File: src/rtl/muldiv_unit_pkg.sv
// Shared definitions for the RV64M multiply/divide unit.
// Holds the op encodings (same values the decoder emits), the FSM state
// encoding, the latched-control payload, and small op-classification helpers.
package muldiv_unit_pkg;

    localparam int unsigned XLEN_DEF = 64;
    localparam int unsigned CNT_W    = 6;
    localparam int unsigned RD_W     = 5;
    localparam int unsigned OP_W     = 3;

    typedef enum logic [OP_W-1:0] {
        OP_MUL    = 3'd0,
        OP_MULH   = 3'd1,
        OP_MULHSU = 3'd2,
        OP_MULHU  = 3'd3,
        OP_DIV    = 3'd4,
        OP_DIVU   = 3'd5,
        OP_REM    = 3'd6,
        OP_REMU   = 3'd7
    } op_e;

    typedef enum logic [1:0] {
        S_IDLE = 2'd0,
        S_CALC = 2'd1,
        S_FIX  = 2'd2
    } state_e;

    // Control captured at acceptance and consumed in FIX.
    typedef struct packed {
        op_e             op;
        logic            neg;
        logic [RD_W-1:0] rd;
    } ctrl_t;

    function automatic logic op_is_div(op_e o);
        return o[2];
    endfunction

    function automatic logic op_is_rem(op_e o);
        return o[2] & o[1];
    endfunction

    // MULH, MULHSU, MULHU return the upper half of the product.
    function automatic logic op_is_mulh(op_e o);
        return !o[2] && (o[1:0] != 2'b00);
    endfunction

    function automatic logic a_is_signed(op_e o);
        return (o == OP_MULH) || (o == OP_MULHSU) || (o == OP_DIV) || (o == OP_REM);
    endfunction

    function automatic logic b_is_signed(op_e o);
        return (o == OP_MULH) || (o == OP_DIV) || (o == OP_REM);
    endfunction

endpackage

File: src/rtl/muldiv_unit.sv
// Iterative RV64M multiply/divide unit (radix-2, 64 iterations).
// Ports:
//   clk, rst (async active-low)      clock / reset
//   start, flush                     request / synchronous abort
//   op, operand_a, operand_b, rd_in  request payload
//   ready, busy                      idle / operation in flight
//   done                             one-cycle pulse with result and rd_out valid
//   result, rd_out                   held until the next done
module muldiv_unit
    import muldiv_unit_pkg::*;
#(
    parameter int unsigned XLEN = XLEN_DEF
) (
    input  logic            clk,
    input  logic            rst,
    input  logic            start,
    input  logic            flush,
    input  logic [OP_W-1:0] op,
    input  logic [XLEN-1:0] operand_a,
    input  logic [XLEN-1:0] operand_b,
    input  logic [RD_W-1:0] rd_in,
    output logic            ready,
    output logic            busy,
    output logic            done,
    output logic [XLEN-1:0] result,
    output logic [RD_W-1:0] rd_out
);

    localparam int unsigned AW = 2 * XLEN;

    state_e          state;
    state_e          state_next;
    logic [CNT_W-1:0] count;
    logic [AW-1:0]   acc;     // shared working register
    logic [XLEN-1:0] opnd;    // multiplicand or divisor magnitude
    ctrl_t           ctrl;

    // Request decode at acceptance
    op_e             op_in;
    logic            a_neg;
    logic            b_neg;
    logic [XLEN-1:0] mag_a;
    logic [XLEN-1:0] mag_b;
    logic            in_div;
    logic            div_zero;
    logic            div_ovf;
    logic            special;
    logic            neg_in;
    logic            accept;

    always_comb begin
        op_in    = op_e'(op);
        in_div   = op_is_div(op_in);
        a_neg    = a_is_signed(op_in) & operand_a[XLEN-1];
        b_neg    = b_is_signed(op_in) & operand_b[XLEN-1];
        mag_a    = a_neg ? -operand_a : operand_a;
        mag_b    = b_neg ? -operand_b : operand_b;
        div_zero = in_div && (operand_b == '0);
        div_ovf  = in_div && b_is_signed(op_in)
                   && (operand_a == {1'b1, {(XLEN-1){1'b0}}}) && (&operand_b);
        special  = div_zero | div_ovf;
        // Remainder follows the dividend; product and quotient follow the sign xor.
        neg_in   = !special && (op_is_rem(op_in) ? a_neg : (a_neg ^ b_neg));
        accept   = (state == S_IDLE) && start && !flush;
    end

    // One radix-2 step of each algorithm
    logic [XLEN:0]   mul_sum;
    logic [AW-1:0]   mul_step;
    logic [XLEN:0]   div_part;
    logic [XLEN:0]   div_diff;
    logic [AW-1:0]   div_step;

    always_comb begin
        mul_sum  = {1'b0, acc[AW-1:XLEN]} + (acc[0] ? {1'b0, opnd} : '0);
        mul_step = {mul_sum, acc[XLEN-1:1]};
        // 65-bit partial remainder: the shifted-out top bit must not be lost.
        div_part = acc[AW-1:XLEN-1];
        div_diff = div_part - {1'b0, opnd};
        if (!div_diff[XLEN]) begin
            div_step = {div_diff[XLEN-1:0], acc[XLEN-2:0], 1'b1};
        end else begin
            div_step = {div_part[XLEN-1:0], acc[XLEN-2:0], 1'b0};
        end
    end

    // Sign correction shared by multiply, quotient and remainder
    logic [AW-1:0]   fix_sel;
    logic [AW-1:0]   fix_val;
    logic [XLEN-1:0] fix_res;

    always_comb begin
        if (op_is_div(ctrl.op)) begin
            fix_sel = op_is_rem(ctrl.op) ? {{XLEN{1'b0}}, acc[AW-1:XLEN]}
                                         : {{XLEN{1'b0}}, acc[XLEN-1:0]};
        end else begin
            fix_sel = acc;
        end
        fix_val = ctrl.neg ? -fix_sel : fix_sel;
        fix_res = op_is_mulh(ctrl.op) ? fix_val[AW-1:XLEN] : fix_val[XLEN-1:0];
    end

    // State register
    always_ff @(posedge clk or negedge rst) begin
        if (!rst) begin
            state <= S_IDLE;
        end else begin
            state <= state_next;
        end
    end

    // Next-state logic; flush overrides every transition
    always_comb begin
        state_next = state;
        case (state)
            S_IDLE: begin
                if (start) begin
                    state_next = special ? S_FIX : S_CALC;
                end
            end
            S_CALC: begin
                if (count == CNT_W'(XLEN - 1)) begin
                    state_next = S_FIX;
                end
            end
            S_FIX: begin
                state_next = S_IDLE;
            end
            default: begin
                state_next = S_IDLE;
            end
        endcase
        if (flush) begin
            state_next = S_IDLE;
        end
    end

    // Registered handshake and result outputs
    always_ff @(posedge clk or negedge rst) begin
        if (!rst) begin
            ready  <= 1'b1;
            busy   <= 1'b0;
            done   <= 1'b0;
            result <= '0;
            rd_out <= '0;
        end else begin
            ready <= (state_next == S_IDLE);
            busy  <= (state_next != S_IDLE);
            done  <= (state == S_FIX) && !flush;
            if ((state == S_FIX) && !flush) begin
                result <= fix_res;
                rd_out <= ctrl.rd;
            end
        end
    end

    // Working register, operand and step counter
    always_ff @(posedge clk or negedge rst) begin
        if (!rst) begin
            acc   <= '0;
            opnd  <= '0;
            ctrl  <= '0;
            count <= '0;
        end else if (accept) begin
            ctrl  <= '{op: op_in, neg: neg_in, rd: rd_in};
            count <= '0;
            opnd  <= in_div ? mag_b : mag_a;
            // Special cases preload the final quotient/remainder layout.
            if (div_zero) begin
                acc <= {operand_a, {XLEN{1'b1}}};
            end else if (div_ovf) begin
                acc <= {{XLEN{1'b0}}, operand_a};
            end else if (in_div) begin
                acc <= {{XLEN{1'b0}}, mag_a};
            end else begin
                acc <= {{XLEN{1'b0}}, mag_b};
            end
        end else if (state == S_CALC) begin
            acc   <= op_is_div(ctrl.op) ? div_step : mul_step;
            count <= count + 1'b1;
        end
    end

endmodule
File: config.mk
export PLATFORM = sky130hd
export DESIGN_NAME = muldiv_unit
export DESIGN_NICKNAME = d
export VERILOG_FILES = /design/src/rtl/muldiv_unit_pkg.sv /design/src/rtl/muldiv_unit.sv
export SDC_FILE = /design/constraint.sdc
export NUM_CORES = 1
export LEC_CHECK = 0
export CAP_MARGIN = 25
export CELL_PAD_IN_SITES_DETAIL_PLACEMENT = 1
export CELL_PAD_IN_SITES_GLOBAL_PLACEMENT = 2
export CORE_MARGIN = 5
export CORE_UTILIZATION = 35
export DETAILED_ROUTE_END_ITERATION = 10
export PLACE_DENSITY_LB_ADDON = 0.1
export SLEW_MARGIN = 20
export SYNTH_ARGS = -nofsm -noshare
export SYNTH_HDL_FRONTEND = slang
export SYNTH_SLANG_ARGS = --single-unit
File: constraint.sdc
create_clock -name clk -period 8.01 [get_ports clk]
set_input_delay 0.801 -clock clk [delete_from_list [all_inputs] [get_ports clk]]
set_output_delay 0.801 -clock clk [all_outputs]
set_load 0.05 [all_outputs]
After elaboration in Yosys (flattened, before gate mapping) --
Index checks and enable logic that the tools add are counted.
Cells by class: $add $sub $neg 6, multipliers 0, divide/modulo/power cells 0, magnitude comparators 0, eq/ne operators 8, shifts and indexed selects 0, multiplexer cells 23, bitwise logic cells 6, reductions and logical operators 24
Operators with widths (number):
- 128-bit two-way mux | 7
- 64-bit two-way mux | 8
- 128-bit negator | 1
- 64-bit negator | 2
- 64-bit by 64-bit adder with 65-bit output | 1
- 65-bit by 64-bit subtractor with 65-bit output | 1
- 64-bit == test, second input constant | 1
- 64-bit logical NOT | 1
- 64-bit AND reduction | 1
- 6-bit two-way mux | 2
- 1-bit logical AND | 9
- 2-bit two-way mux | 4
- 6-bit by 1-bit adder with 6-bit output, second input constant | 1
- 3-bit == test, second input constant | 2
- 6-bit == test, second input constant | 1
- 2-bit nonzero test | 3
- 1-bit logical OR | 5
- 1-bit bitwise AND | 4
- 2-bit logical NOT | 2
- 2-bit one-hot mux with 2 select lines | 1
- 3-bit by 1-bit == test with 1-bit output, second input constant | 1
- 3-bit by 2-bit == test with 1-bit output, second input constant | 1
- 1-bit logical NOT | 3
- 2-bit by 1-bit == test with 1-bit output, second input constant | 1
- 4 further kinds | 4
Word-level totals: register bits 281, latch bits 0, memory bits (writable) 0, bits in read-only memories 0, bits of input ports 140, output and inout port bits 72, logic and storage cells 79, memories 0

Logic depth before layout (Yosys ltp) --
Gate-level depths: netlist of run 1.
depth in word-level cells 12, depth in mapped cells 22, depth with buffers taken out 15

Worst setup path before layout of run 1 --
Ideal clock, no wire load.
path kind reg2reg, start register ctrl[7] (netlist name), end register result[58], library setup time 0.076 ns, arrival 5.567 ns, required time 7.934 ns, setup slack 2.367 ns, stages on the path, launching flop included 22, path buffers 7, clock period less this slack 5.643 ns, cell sequence dfrtp_1 -> buf_6 -> buf_6 -> nand2_2 -> buf_1 -> clkbuf_1 -> clkbuf_1 -> clkbuf_1 -> buf_1 -> mux2i_1 -> ha_1 -> inv_1 -> a211oi_1 -> nand4_1 -> and4b_1 -> nand3b_1 -> or4_1 -> or2_2 -> o31ai_1 -> o221a_2 -> o22ai_1 -> o21ai_1
On the way: longest elaborated chain between the ends 6, elaborated cells on any way between the ends 8, classes of those cells add/sub: 1; mux: 4; bitwise: 1; reduce/logical: 2
Ends and longest elaborated chain:
- from (decl) | line muldiv_unit.sv:36 | ctrl_t ctrl;
- from (signal assigned) | line muldiv_unit.sv:165 | ctrl <= '{op: op_in, neg: neg_in, rd: rd_in};
- 1-bit bitwise AND | line muldiv_unit_pkg.sv:40 | return o[2] & o[1];
- 64-bit two-way mux | line muldiv_unit.sv:94 | fix_sel = op_is_rem(ctrl.op) ? {{XLEN{1'b0}}, acc[AW-1:XLEN]}
- 128-bit two-way mux | line muldiv_unit.sv:93 | if (op_is_div(ctrl.op)) begin
- 128-bit negator | line muldiv_unit.sv:99 | fix_val = ctrl.neg ? -fix_sel : fix_sel;
- 128-bit two-way mux | line muldiv_unit.sv:99
- 64-bit two-way mux * | line muldiv_unit.sv:100 | fix_res = op_is_mulh(ctrl.op) ? fix_val[AW-1:XLEN] : fix_val[XLEN-1:0];
- to (signal assigned) | line muldiv_unit.sv:151 | result <= fix_res;
- to (decl) | line muldiv_unit.sv:25 | output logic [XLEN-1:0] result,
Mark *: on every way between the ends. The rest lies on a longest branch, timed or not. A chain may end at the register's enable or synchronous reset.

Worst setup path after layout of run 1 --
start register ctrl[7] (netlist name), end register result[61]
The elaborated chain is that of the path after synthesis.

==> results of run 1 <==
[through the flow]
step | worst slack, ns | instances | power, mW | utilization | hold slack, ns
2_1_floorplan | 2.37 | 4305 | 7.53 | - | 0.439
3_5_place_dp | 2.48 | 5422 | 10.4 | 0.385 | 0.455
5_1_grt | 2.20 | 5492 | 13.2 | 0.400 | 0.244
4_1_cts | 2.48 | 5492 | 12.2 | 0.399 | 0.204
6_report | 2.43 | 5495 | 12.4 | 0.400 | 0.188
3_3_place_gp | 2.54 | 5422 | 10.3 | 0.385 | 0.448
[worst paths after layout]
check                      startpoint          to  slack [ns]  depth (start not counted)
setup reg to reg              ctrl[7]  result[61]        2.43                         12
min in group clk              ctrl[1]   rd_out[1]        0.47                          2
hold / removal                    rst  result[10]        0.19                          1
hold reg to reg               ctrl[1]   rd_out[1]        0.47                          2
setup / recovery              ctrl[7]  result[61]        2.43                         12
max in group asynchronous         rst    opnd[56]        6.41                          2
[per-layer routing]
layer / vias up / share of wire / track usage
met5: - / 0.000071 / 0
met4: 2 / 0.025 / 0.0743
met3: 164 / 0.079 / 0.0538
met2: 1245 / 0.41 / 0.466
met1: 16500 / 0.48 / 0.487
li1: 15500 / - / -
[synthesized netlist by cell type (93+ instances only)]
master	count
nor3_1	93
ha_1	133
inv_1	127
clkbuf_1	282
mux2i_1	117
a21oi_1	431
xor2_1	154
nand2_1	530
dfrtp_1	280
nor2_1	356
o21ai_0	441
xnor2_1	195
[sequential cells by signal, summed over array words and instances (netlist names)]
signal / count
acc: 128
opnd: 64
result: 64
ctrl: 9
count: 6
rd_out: 5
state: 2
busy: 1
done: 1
ready: 1
[cells in the final DEF, fill, tap and decap left out, types with 82 or more instances in the layout]
cell type and instances:
o21ai_0 440, inv_1 126, mux2i_1 117, a21oi_1 431, ha_1 133, dfrtp_1 276
clkdlybuf4s50_1 209, nor3_1 92, xnor2_1 194, and2_1 82, xor2_1 153, nand2_1 529
nor2_1 353, a21o_1 84
[worst max-delay path, stage by stage (launching register included)]
cell	delay (ns)
dfrtp_2	0.59
nand2_4	0.51
buf_4	0.62
o221ai_1	0.35
or4_1	0.63
or3_1	0.42
nor4_1	0.35
or4b_1	0.63
or2_1	0.32
or3_1	0.40
o21ai_1	0.18
xnor2_1	0.09
a221o_1	0.33
[logic make-up after synthesis]
kind of cell	Yosys count	synth area share
compound gates	1478	0.292
simple gates	1460	0.223
buf+inv	460	0.0573
xor+xnor	349	0.0988
flops	281	0.227
mux	142	0.0470
fa+ha+maj	135	0.0551
[power groups by stage]
stage          clock, mW  combinational [mW]  sequential (mW)
6_report            1.78                7.96             2.63
5_1_grt             1.87                8.63             2.66
4_1_cts             1.82                7.79             2.58
3_5_place_dp           0                7.75             2.61
3_3_place_gp           0                7.72             2.60
2_1_floorplan          0                5.46             2.07
[cell type report]
class | count | area [um^2]
Timing Repair Buffer | 285 | 2740
Sequential cell | 281 | 7040
Clock inverter | 12 | 161
Antenna cell | 3 | 7.51
Inverter | 127 | 477
Fill cell | 11000 | 52900
Tap cell | 1165 | 1460
Multi-Input combinational cell | 3564 | 22200
Clock buffer | 58 | 1090
==> summary.md, run 1 <==
| Metric | Value |
|---|---|
| Status | complete, no violations |
| Post-Syn Instances | 4305 |
| Final Critical Period | between 5 and 6 ns |
| Switching share of total power | 0.550 |
| Max_cap viols | 0 |
| Die area | ~94000 um^2 |
| TNS Setup | 0 ns |
| TritonCTS clock tree | built |
| Mean number of vias per cell | between 6 and 7 |
| Syn avg cell area | about 7.2 um^2 |
| Clock share of power | 0.144 |
| Clk slew on worst S/H paths | around 0.06 ns |
| Post-route cell area | 35200 um^2 |
| IO Count | between 200 and 250 |
| Final WL | 156000 um |
| Combinational power share | 0.643 |
| Hold Fails Final Rpt | 0 |
| Post-DRT Antenna Nets | 0 |
| Pwr dens | 352 nW/um^2 |
| Layout cells sized above 1 | 0.0508 |
| GRT Resource Usage Total | 0.318 |
| Critical Path AT | around 6.1 ns |
| Switching power | 6.81 mW |
| Worst IR Drop VDD | 0.311 mV |
| Sequential share of power | 0.213 |
| Synth area leaders | dfrtp_1, o21ai_0, a21oi_1 |
| RSZ-0062 raised after global routing | false |
| Leak Pwr | between 10 and 15 nW |
| Postcts setup bufs | 0 |
| Slew margin rel. | 0.273 |
| Synthesis-to-finish area growth | 13.8% |
| Clock sinks | 281 |
| Syn nets | 4580 |
| Cts hold-fix bufs | 0 |
| RePlAce Congestion | 0.976 |
| Fin. max-slew vios | 0 |
| Largest area contributor in the netlist | dfrtp_1 |
| Final period util | 0.697 |
| First-pass DRT Iterations | 6 |
| Initial antenna violation count | 2 |
| Grt ovf | 0 |
| Placeable core area | 88100 um^2 |
| Routed len/inst | 28.4 um |
| Nets | 4572 |
| Clk_lat worst skew | 0.60 ns |
| CP Capture Type | flop |
| Setup CP Type | reg2reg |
| Sequential area share after synthesis | 0.227 |
| Cell Area, Synth | 30900 um^2 |
| Pin count of the biggest net entering global routing | 158 |
| Die H | 307 um |
| Slew @ Worst Pin | 1.08 ns |
| Num CTS Buffers | 38 |
| EDFF count, synth | 0 |
| Num rows | 109 |
| Wire length of the first global-routing pass | roughly 230000 um |
| Root buffer cell | clkbuf_16 |
| Synth Flop Type | dfrtp_1 |
| Post-synthesis register bit count | 281 |
| Worst Skew | 0.0311 ns |
| Synth top area share | 0.227 |
| Vias | 33500 |
| Final HPWL DP | 122000 um |
| Max Buffers Root-to-Sink | 3 |
| Int Power | 5.56 mW |
| Initial Utilization | 0.351 |
| # port buffers | 211 |
| Final setup viols | 0 |
| Fmax | 0.179 GHz |
| Area after DPL | between 30000 and 40000 um^2 |
| Iter 0 DRT Violations | 3107 |
| DR DRC count | 0 |
| CP required | 8.49 ns |
| Synth cell types | 90 |
| Async set or reset register ratio after synthesis | 1.00 |
| Hold WC Path Type | in2async |
| Post_cts resized | 0 |
| DIE WIDTH | 307 um |
| CP startpoint kind | flop |
| Crit Path Max Fanout | 44 |
| Synth warn | 0 |
| CTS H-tree depth | 2 |
| Vias in the first global route | roughly 33000 |
Note: power is estimated with default switching activity, not from simulation.
==> inputs of run 2 (changes only) <==
--- a/config.mk
+++ b/config.mk
@@ -9,7 +9,7 @@
 export CELL_PAD_IN_SITES_DETAIL_PLACEMENT = 1
 export CELL_PAD_IN_SITES_GLOBAL_PLACEMENT = 2
 export CORE_MARGIN = 5
-export CORE_UTILIZATION = 35
+export CORE_UTILIZATION = 32
 export DETAILED_ROUTE_END_ITERATION = 10
 export PLACE_DENSITY_LB_ADDON = 0.1
 export SLEW_MARGIN = 20
==> constraint.sdc (replaced) <==
create_clock -name clk -period 4.5 [get_ports clk]
set_input_delay 0.45 -clock clk [delete_from_list [all_inputs] [get_ports clk]]
set_output_delay 0.45 -clock clk [all_outputs]
set_load 0.05 [all_outputs]
==> summary.md, run 2 (synthesis results as in run 1) <==
| Metric | Value |
|---|---|
| Setup ws final | -0.00817 ns (was 2.43 ns) |
| CP Capture Type | flop (unchanged) |
| Critical Path AT | 4.94 ns (was 6.06 ns) |
| Wire length of the first global-routing pass | 251000 um (was 229000 um) |
| Final period util | 1.00 (was 0.697) |
| Die area | 103000 um^2 (was 94400 um^2) |
| Root buffer cell | clkbuf_16 (unchanged) |
| Routed len/inst | 29.0 um (was 28.4 um) |
| Setup CP Type | reg2reg (unchanged) |
| Num CTS Buffers | 40 (was 38) |
| Most frequent cells in the layout | nand2_1, buf_4, o21ai_0, a21oi_1, nor2_1 (was nand2_1, o21ai_0, a21oi_1, nor2_1, dfrtp_1) |
| Max_cap viols | 0 (unchanged) |
| DR DRC count | 0 (unchanged) |
| Iter 0 DRT Violations | 3501 (was 3107) |
| Failing checks | negative setup slack |
| CP startpoint kind | flop (unchanged) |
| Final WL | 175000 um (was 156000 um) |
| Leak Pwr | 16.6 nW (was 14.5 nW) |
| Max Buffers Root-to-Sink | 3 (unchanged) |
| Post-DRT Antenna Nets | 0 (unchanged) |
| Initial antenna violation count | 5 (was 2) |
| Total power | 25.3 mW (was 12.4 mW) |
| Slew @ Worst Pin | 0.939 ns (was 1.08 ns) |
| Worst Skew | 0.0286 ns (was 0.0311 ns) |
| Nets | 4981 (was 4572) |
| Largest registers | acc (128), opnd (64), result (64) (unchanged) |
| Final Critical Period | 4.51 ns (was 5.58 ns) |
| TritonCTS clock tree | built (unchanged) |
| # fillers | 11800 (was 11000) |
| Clk_lat worst skew | 0.60 ns (about the same) |
| FF-to-FF Start | ctrl[8] (was ctrl[7]) |
| First-pass DRT Iterations | 5 (was 6) |
| Synthesis-to-finish area growth | 25.7% (was 13.8%) |
| Fin. max-slew vios | 0 (unchanged) |
| Final core occ | 0.404 (was 0.400) |
| Pin count of the biggest net entering global routing | 86 (was 158) |
| Hold Fails Final Rpt | 0 (unchanged) |
| Crit Path Max Fanout | 7 (was 44) |
| Clk slew on worst S/H paths | 0.07 ns (was 0.06 ns) |
| DIE WIDTH | 321 um (was 307 um) |
| Max reg flops | 128 (unchanged) |
| Grt ovf | 0 (unchanged) |
| Final setup viols | 1 (was 0) |
| RSZ-0062 raised after global routing | true (was false) |
| Num rows | 114 (was 109) |
| Initial Utilization | 0.321 (was 0.351) |
| Fmax | 0.222 GHz (was 0.179 GHz) |
| Die H | 321 um (was 307 um) |
| Worst Min Path Start | rd_in[0] |
| Hold WC Path Type | in2reg (was in2async) |
| Final HPWL DP | 141000 um (was 122000 um) |
| Crit path to | result[63] (was result[61]) |
| Layout cells sized above 1 | 0.141 (was 0.0508) |
| CTS H-tree depth | 2 (unchanged) |
| CP Launch Point | ctrl[8] (was ctrl[7]) |
| Status | finished with violations (was complete, no violations) |
| Leading cell type in the layout, fill and taps excluded | nand2_1 (unchanged) |
| CP required | 4.93 ns (was 8.49 ns) |
| Largest reg by FF count | acc (unchanged) |
| Depth of the worst register-to-register path | 12 (unchanged) |
| GRT Resource Usage Total | 0.326 (was 0.318) |
| Vias | 35600 (was 33500) |
| Worst IR Drop VDD | 0.347 mV (was 0.311 mV) |
| # port buffers | 211 (unchanged) |
| RePlAce Congestion | 0.958 (was 0.976) |
| IO Count | 212 (unchanged) |
| Flop2flop setup slack | -0.008 ns (was 2.43 ns) |
| R2r endpoint | result[63] (was result[61]) |
| Pwr dens | 650 nW/um^2 (was 352 nW/um^2) |
| Placeable core area | 96300 um^2 (was 88100 um^2) |
| Mean number of vias per cell | 5.92 (was 6.09) |
| Vias in the first global route | 35100 (was 32800) |
| Clock sinks | 281 (unchanged) |
| Slew margin rel. | 0.367 (was 0.273) |
-- run 2: cell count changes in the layout (fill, tap and decap cells not counted), moves of 3 or more --
cell,previous run,this run
a21oi_1,431,423
o31ai_1,47,43
nor4_2,1,4
buf_4,69,456
o31ai_2,0,3
buf_6,1,6
a21oi_2,0,8
clkbuf_16,38,42
o21ai_0,440,435
clkinv_2,3,7
buf_12,5,17
o21ai_1,8,11
-- run 2: cell type report --
type	count	area, um^2	area share
antenna	4	10.0	0.000257
clock buffer	60	1180	0.0303
clock inverter	14	188	0.00483
inverter	127	477	0.0123
multi-input combinational	3564	22400	0.576
sequential	281	7040	0.181
tap	1276	1600	0.0411
timing repair buffer	692	5980	0.154
-- run 2: worst min-delay path by stage --
stage                     slack [ns]  depth (start not counted)        end
after floorplan                 0.15                          0     acc[0]
after global placement          0.45                          2  rd_out[0]
after detailed placement        0.46                          2  rd_out[2]
after CTS                       0.35                          3    acc[61]
after global routing            0.38                          3    ctrl[0]
final                           0.38                          3    ctrl[0]
-- run 2: what timing repair did --
| item | 4_1_cts | 5_1_grt |
|---|---|---|
| endpoints found under the setup margin | 16 | 40 |
| endpoints found under the hold margin | 79 | 0 |
| buffers inserted | 4 | 5 |
| cloned | 0 | 0 |
| pin swaps | 10 | 12 |
| resized for setup | 17 | 36 |
| hold buffers | 1 | 0 |
-- run 2: worst max-delay path, stage by stage (launching register included) --
cell	delay, ns
dfrtp_4	0.51
buf_8	0.16
a211o_1	0.28
o22ai_1	0.21
or3b_1	0.43
or4_4	0.58
or3_4	0.37
or4_4	0.52
or4_4	0.44
a2111o_1	0.41
o21ai_2	0.14
xor2_1	0.15
o221ai_1	0.13
-- run 2: layer usage --
metal,GRT usage,wire [um]
met5,0,26
met4,0.0950,5790
met3,0.0524,13800
met2,0.466,70400
met1,0.501,84700
-- run 2: power by group --
group	internal, mW	total (mW)	switching (mW)
logic	6.77	17.8	11.0
clock network	2.04	3.44	1.40
registers	3.11	4.04	0.926
-- run 2: stage by stage --
step	cell area [um^2]	setup WS [ns]	std cells	setup TNS, ns	hold WS (ns)
6_report	38900	-0.00817	6018	-0.00817	0.383
5_1_grt	38900	-0.116	6014	-0.330	0.377
4_1_cts	38700	-0.0135	6009	-0.0135	0.346
3_5_place_dp	37200	-0.237	5930	-1.35	0.457
3_3_place_gp	37200	-0.207	5929	-0.771	0.450
2_1_floorplan	31000	0.0127	4305	0	0.154
